$ cat config.mk
export PLATFORM = sky130hd
export DESIGN_NAME = hmac_msg_sender
export DESIGN_NICKNAME = d
export VERILOG_FILES = /design/src/rtl/hmac_pkg.sv /design/src/rtl/hmac_msg_buffer.sv /design/src/rtl/hmac_msg_sender.sv
export SDC_FILE = /design/constraint.sdc
export NUM_CORES = 2
export LEC_CHECK = 0
export ABC_AREA = 1
export CAP_MARGIN = 5
export CORE_AREA = 3 3 621 623
export DETAILED_ROUTE_END_ITERATION = 10
export DIE_AREA = 0 0 624 626
export SETUP_SLACK_MARGIN = 0.2
export SYNTH_ARGS = -nofsm -noshare
export SYNTH_HDL_FRONTEND = slang
export SYNTH_SLANG_ARGS = --single-unit
$ cat constraint.sdc
create_clock -name clk -period 4.9 [get_ports clk]
set_clock_uncertainty 0.05 [all_clocks]
set_input_delay 0.98 -clock clk [delete_from_list [all_inputs] [get_ports clk]]
set_output_delay 0.98 -clock clk [all_outputs]
set_load 0.005 [all_outputs]
$ cat src/rtl/hmac_pkg.sv
// Shared widths and state encoding for the HMAC message sender.
package hmac_pkg;
    localparam int MSG_W    = 32;
    localparam int DIGEST_W = 512;

    typedef enum logic [1:0] {
        ST_IDLE,
        ST_KICK,
        ST_SEND,
        ST_WAIT_DONE
    } sender_state_e;
endpackage

$ cat src/rtl/hmac_msg_buffer.sv
// Message word register file: one write port, one combinational read port.
module hmac_msg_buffer
    import hmac_pkg::*;
#(
    parameter int DEPTH = 32,
    parameter int AW    = 5
) (
    input  logic             clk,
    input  logic             we_i,
    input  logic [AW-1:0]    waddr_i,
    input  logic [MSG_W-1:0] wdata_i,
    input  logic [AW-1:0]    raddr_i,
    output logic [MSG_W-1:0] rdata_o
);
    logic [MSG_W-1:0] mem_q [DEPTH];

    // Storage is never reset; entries at or above count are don't-care.
    always_ff @(posedge clk) begin
        if (we_i) begin
            mem_q[waddr_i] <= wdata_i;
        end
    end

    assign rdata_o = mem_q[raddr_i];
endmodule

$ cat src/rtl/hmac_msg_sender.sv
// Buffers a message and streams it to an HMAC engine, then captures the tag.
module hmac_msg_sender
    import hmac_pkg::*;
#(
    parameter int MAX_WORDS = 32,
    parameter int TIMEOUT   = 4096
) (
    input  logic                clk,
    input  logic                reset,
    input  logic                wr_en,
    input  logic [MSG_W-1:0]    wr_data,
    output logic                wr_full,
    input  logic                clear,
    input  logic                start,
    input  logic [DIGEST_W-1:0] expect_tag,
    output logic                start_hmac,
    output logic [MSG_W-1:0]    msg_word,
    output logic                msg_valid,
    output logic                msg_last,
    input  logic                msg_ready,
    input  logic                hmac_done,
    input  logic [DIGEST_W-1:0] hmac_value,
    output logic [DIGEST_W-1:0] tag_out,
    output logic                tag_valid,
    output logic                tag_match,
    output logic                busy,
    output logic                error
);
    localparam int AW = $clog2(MAX_WORDS);
    localparam int CW = AW + 1;
    localparam int TW = $clog2(TIMEOUT + 1);
    localparam logic [CW-1:0] FULL_CNT = CW'(MAX_WORDS);
    localparam logic [TW-1:0] TMR_LAST = TW'(TIMEOUT - 1);

    sender_state_e    state_q;
    logic [CW-1:0]    count_q;
    logic [AW-1:0]    rd_ptr_q;
    logic [TW-1:0]    timer_q;
    logic [CW-1:0]    nxt_idx_d;
    logic [AW-1:0]    rd_addr_d;
    logic [MSG_W-1:0] rd_word;
    logic             wr_ok;

    assign wr_full   = (count_q == FULL_CNT);
    assign busy      = (state_q != ST_IDLE);
    assign tag_match = tag_valid & (tag_out == expect_tag);

    assign wr_ok = wr_en & ~clear & ~wr_full
                 & (state_q == ST_IDLE);

    // Pre-fetch the word that will be on the bus after the next edge.
    assign nxt_idx_d = (state_q == ST_SEND)
                     ? {1'b0, rd_ptr_q} + CW'(1)
                     : '0;
    assign rd_addr_d = nxt_idx_d[AW-1:0];

    hmac_msg_buffer #(
        .DEPTH (MAX_WORDS),
        .AW    (AW)
    ) u_buf (
        .clk     (clk),
        .we_i    (wr_ok),
        .waddr_i (count_q[AW-1:0]),
        .wdata_i (wr_data),
        .raddr_i (rd_addr_d),
        .rdata_o (rd_word)
    );

    always_ff @(posedge clk or negedge reset) begin
        if (!reset) begin
            state_q    <= ST_IDLE;
            count_q    <= '0;
            rd_ptr_q   <= '0;
            timer_q    <= '0;
            start_hmac <= 1'b0;
            msg_valid  <= 1'b0;
            msg_last   <= 1'b0;
            msg_word   <= '0;
            tag_out    <= '0;
            tag_valid  <= 1'b0;
            error      <= 1'b0;
        end else begin
            unique case (state_q)
                ST_IDLE: begin
                    if (wr_ok) begin
                        count_q <= count_q + 1'b1;
                    end
                    if (clear) begin
                        count_q   <= '0;
                        tag_valid <= 1'b0;
                        error     <= 1'b0;
                    end else if (start) begin
                        if (count_q != '0) begin
                            state_q    <= ST_KICK;
                            start_hmac <= 1'b1;
                            tag_valid  <= 1'b0;
                            error      <= 1'b0;
                            rd_ptr_q   <= '0;
                        end else begin
                            error <= 1'b1;
                        end
                    end
                end
                ST_KICK: begin
                    start_hmac <= 1'b0;
                    state_q    <= ST_SEND;
                    msg_valid  <= 1'b1;
                    msg_word   <= rd_word;
                    msg_last   <= (count_q == CW'(1));
                end
                ST_SEND: begin
                    if (msg_ready) begin
                        if (msg_last) begin
                            state_q   <= ST_WAIT_DONE;
                            msg_valid <= 1'b0;
                            msg_last  <= 1'b0;
                            timer_q   <= '0;
                        end else begin
                            rd_ptr_q <= rd_ptr_q + 1'b1;
                            msg_word <= rd_word;
                            msg_last <= (nxt_idx_d + CW'(1) == count_q);
                        end
                    end
                end
                ST_WAIT_DONE: begin
                    if (hmac_done) begin
                        tag_out   <= hmac_value;
                        tag_valid <= 1'b1;
                        state_q   <= ST_IDLE;
                    end else if (timer_q == TMR_LAST) begin
                        error   <= 1'b1;
                        state_q <= ST_IDLE;
                    end else begin
                        timer_q <= timer_q + 1'b1;
                    end
                end
                default: state_q <= ST_IDLE;
            endcase
        end
    end
endmodule

==> results.txt <==
----------------------------------------------------
[Run status]
  Status ... complete, but fails checks
  Violated checks ... negative hold slack

[Placement]
  Port Buffers ... about 1.6k
  Routability Congestion ... 1.11
  Total cell area at the placement stage ... 0.0935 mm²
  Final HPWL DP ... 488000 µm

[Die]
  Total die area ... 0.391 mm²
  Die extent in x ... between 600 and 700 µm
  Top Ports ... 1615
  DIE HEIGHT ... 626 µm
  Number of core rows ... approximately 230
  Floorplan core area ... ~0.38 mm²
  Effective utilization at floorplan ... 0.185

[Cells and area]
  Total of fill cells in the finished design ... 40.6k
  Sequential cell area in the final layout ... 0.0452 mm²
  Footprint of the multi-input gates ... 0.0219 mm²
  Share of final-layout standard cells stronger than drive strength 1 ... 0.0730
  Non-Filler Cell Area, Final ... 0.101 mm²
  Core utilization of the finished layout ... 0.264
  Area growth syn-to-layout ... 43.0%
  Final layout net count ... 10.0k

[Clocking]
  CTS clk-pin slew, worst paths ... 0.06 ns
  Clock tree from TritonCTS ... built
  Clock sink count ... between 1.5k and 2k
  CTS H-Tree Depth ... 4
  Number of buffers on the longest clock path ... 4
  Clock insertion delay at the later pin of the skew report ... 0.89 ns
  Root buf cell ... sky130_fd_sc_hd__clkbuf_16
  Number of clock buffers inserted by TritonCTS ... 197

[STA]
  Setup-violating endpoint count in the final report ... 0
  Setup TNS ... 0 ns
  Headroom to the max-slew limit ... 0.113
  Worst-Margin Slew ... 1.33 ns
  RSZ-0062 raised after global routing ... false
  Number of hold-slack violations in the final timing report ... 2
  Final Cycle Share ... 0.948
  Crit path time final ... 4.64 ns
  Worst hold-check slack ... -0.0856 ns
  Timing-limited maximum frequency ... approximately 220 MHz
  Slew Limit Fails ... 0

[Routing]
  Violation count after the first detailed-routing iteration ... 6954
  Iteration count of the initial detailed-routing pass ... 6
  DRC ... 0
  Vias after detailed routing ... around 64k
  Detail Route Antenna Nets ... 0
  Avg Vias per Cell ... 4.52
  Routed wire length ... 597000 µm
  Detail-routed net length per standard cell ... 41.8 µm

[Worst setup path]
  Crit path arrival time ... 3.61 ns
  CP cell instances ... clkdlybuf4s50_1 > inv_1 > nand2_1 > nand2_1 > nor2_1 > nand2_1 > nor2_4 > buf_4 > nand2_1 > nor2_1 > nand2_1 > nor2_1 > nand3_1 > nor2_4 > buf_6 > buf_12
  Top fanout value on the critical path ... 2
  Startpoint of the lowest-slack register-to-register path ... state_q[0]
  Worst Path Class, Setup ... input port to output pin
  Worst Setup Start Kind ... input port
  Highest-delay cell along the critical path ... sky130_fd_sc_hd__clkdlybuf4s50_1
  Required time of the critical path ... 3.87 ns
  Worst reg2reg setup slack ... approximately 1.3 ns
  Critical R2R Capture ... msg_word[18]
  Critical Path Sink Type ... output pin
  Cell seen most often among critical-path stages ... sky130_fd_sc_hd__nand2_1
  Delay of the slowest critical-path stage ... 0.63 ns
  Length in cells of the worst reg-to-reg path ... 11
  Buffering stage count on the worst path with inverters included ... 5
  Crit path max-delay family ... simple AND/OR/NAND/NOR gates

[Synth]
  Synthesized cell area ... 0.0705 mm²
  Count of flip-flops with a built-in enable after synthesis ... 1024
  Count of synthesis-stage warnings from yosys ... 0
  Synthesis-stage register bit count ... 1599
  Cells after Synth ... 7293
  Async set-or-reset flop fraction in the synthesized netlist ... 0.360
  Post-Synthesis Net Count ... 8368
  Sequential fraction of the synthesis area ... 0.640
  Prevailing post-synth register cell ... sky130_fd_sc_hd__edfxtp_1
  Syn avg cell area ... ~9.7 µm²
  Unique masters post-synth ... 39

[Pwr]
  Part of the total power dissipated in combinational logic ... 0.429
  Cell Pwr Density ... between 600 and 700 mW/mm²
  Switching power ... ~31 mW
  Reg power frac ... 0.333
  Switching share of total power ... 0.477
  Maximum ir drop on the vdd rail ... 0.542 mV
  Internal power component ... 34.1 mW
  Static Leakage ... 38.9 nW
  Relative contribution of the clock network to total power ... 0.238

[Global routing]
  Total congestion overflow after global routing ... 0
  Global-route wire length before repair ... 726000 µm
  Initial antenna violation count ... 318
  Overall track demand over capacity in global routing ... 0.295
  Pin count of the biggest net entering global routing ... 240
  Number of global-route vias before repair ... 59.6k

[Min path]
  HP Class ... input port to async pin

[Run]
  MaxCap Viol Count ... 0

----------------------------------------------------
how the worst max path moves through the flow:
stage | from | end | slack [ns] | cells after the start
2_1_floorplan | clear | u_buf.mem_q[0][0] | 1.54 | 5
4_1_cts | tag_out[288] | tag_match | 0.20 | 15
6_report | expect_tag[287] | tag_match | 0.26 | 16
3_3_place_gp | expect_tag[343] | tag_match | -0.88 | 14
3_5_place_dp | expect_tag[343] | tag_match | -0.83 | 14
5_1_grt | expect_tag[208] | tag_match | 0.20 | 13
synth_stat cells (70+ instances only):
library cell | n | share of area
sky130_fd_sc_hd__a21oi_1 | 108 | 0.0077
sky130_fd_sc_hd__buf_2 | 121 | 0.0086
sky130_fd_sc_hd__clkbuf_1 | 195 | 0.010
sky130_fd_sc_hd__dfrtp_1 | 575 | 0.20
sky130_fd_sc_hd__edfxtp_1 | 1024 | 0.44
sky130_fd_sc_hd__inv_1 | 589 | 0.031
sky130_fd_sc_hd__nand2_1 | 1964 | 0.10
sky130_fd_sc_hd__nand3_1 | 294 | 0.021
sky130_fd_sc_hd__nor2_1 | 909 | 0.048
sky130_fd_sc_hd__o211ai_1 | 226 | 0.024
sky130_fd_sc_hd__o21ai_0 | 829 | 0.059
sky130_fd_sc_hd__o21ai_1 | 140 | 0.0099
sky130_fd_sc_hd__xnor2_1 | 70 | 0.0087
sky130_fd_sc_hd__xor2_1 | 78 | 0.0097
sequential cells by signal, summed over array words and instances, names as in the netlist:
| signal | flops |
|---|---|
| start_hmac | 1 |
| state_q | 2 |
| msg_word | 32 |
| tag_valid | 1 |
| timer_q | 13 |
| count_q | 6 |
| error | 1 |
| msg_valid | 1 |
| u_buf.mem_q | 1024 |
| rd_ptr_q | 5 |
| msg_last | 1 |
| tag_out | 512 |
placed cells by master (no fill, tap or decap), types with 143 or more instances in the layout:
cell type,instances
sky130_fd_sc_hd__nand2_1,1950
sky130_fd_sc_hd__o211ai_1,226
sky130_fd_sc_hd__dfrtp_1,539
sky130_fd_sc_hd__clkdlybuf4s50_1,1591
sky130_fd_sc_hd__o21ai_0,826
sky130_fd_sc_hd__edfxtp_1,1024
sky130_fd_sc_hd__o21ai_1,143
sky130_fd_sc_hd__nor2_1,858
sky130_fd_sc_hd__inv_1,573
sky130_fd_sc_hd__clkbuf_16,198
sky130_fd_sc_hd__nand3_1,294
metal layers:
metal  global-route usage  vias to the layer above  part of all wire
met5                    0                        -           0.00059
met4                0.143                       52             0.060
met3               0.0841                      980             0.082
met2                0.476                     3369              0.46
met1                0.361                    32300              0.40
li1                     -                    27800                 -
layout make-up:
cell class / instances / share of cell area
Sequential cell: 1599 / 0.448
Inverter: 598 / 0.0229
Multi-Input combinational cell: 4757 / 0.217
Timing Repair Buffer: 1791 / 0.180
Antenna cell: 132 / 0.00328
Clock inverter: 113 / 0.0126
Tap cell: 5038 / 0.0625
Clock buffer: 253 / 0.0537
cell families (layout without fill, tap and decap cells):
group	after synthesis	after routing	share of synthesized area
other	0	132	0
XOR/XNOR	148	148	0.0184
adder cells (fa/ha/maj)	12	12	0.00213
buffers and inverters	937	2755	0.0528
AND/OR/NAND/NOR	3230	3230	0.179
AO/OA/AOI/OAI	1367	1367	0.107
flip-flops	1599	1599	0.640
power groups by stage:
stage	Combinational [mW]	Clock (mW)	Sequential [mW]
after floorplan	9.19	0	18.7
after global placement	27.7	0	21.8
after detailed placement	27.6	0	21.8
after CTS	27.9	15.9	21.6
after global routing	29.2	16.3	21.8
final	28.0	15.6	21.7
worst reg2reg max path, cell delays in order (launching register included):
cell and delay [ns]:
sky130_fd_sc_hd__dfrtp_1 0.42, sky130_fd_sc_hd__inv_1 0.12, sky130_fd_sc_hd__ha_1 0.67, sky130_fd_sc_hd__nand2_8 0.27, sky130_fd_sc_hd__buf_12 0.31, sky130_fd_sc_hd__o21ai_0 0.90, sky130_fd_sc_hd__o21bai_1 0.17, sky130_fd_sc_hd__nand3_1 0.09
sky130_fd_sc_hd__nand3_1 0.13, sky130_fd_sc_hd__nand3_1 0.14, sky130_fd_sc_hd__nand3_1 0.12, sky130_fd_sc_hd__nand2_1 0.06
timing repair:
item,CTS,global route
buffers inserted,2,5
pin swaps,7,3
cloned,0,0
hold buffers,0,0
resized for setup,82,23
endpoints found under the setup margin,1,1
metrics by stage:
step                      hold WS, ns  setup WS [ns]  total power, mW  cells
after global routing          -0.0701          0.201             67.3  14200
after CTS                      0.0439          0.204             65.4  14100
after detailed placement        0.415         -0.833             49.4  13800
after floorplan                 0.423           1.54             27.9   7293
after global placement          0.417         -0.875             49.5  13800
final                         -0.0856          0.256             65.2  14300
Note: power is estimated with default switching activity, not from simulation.
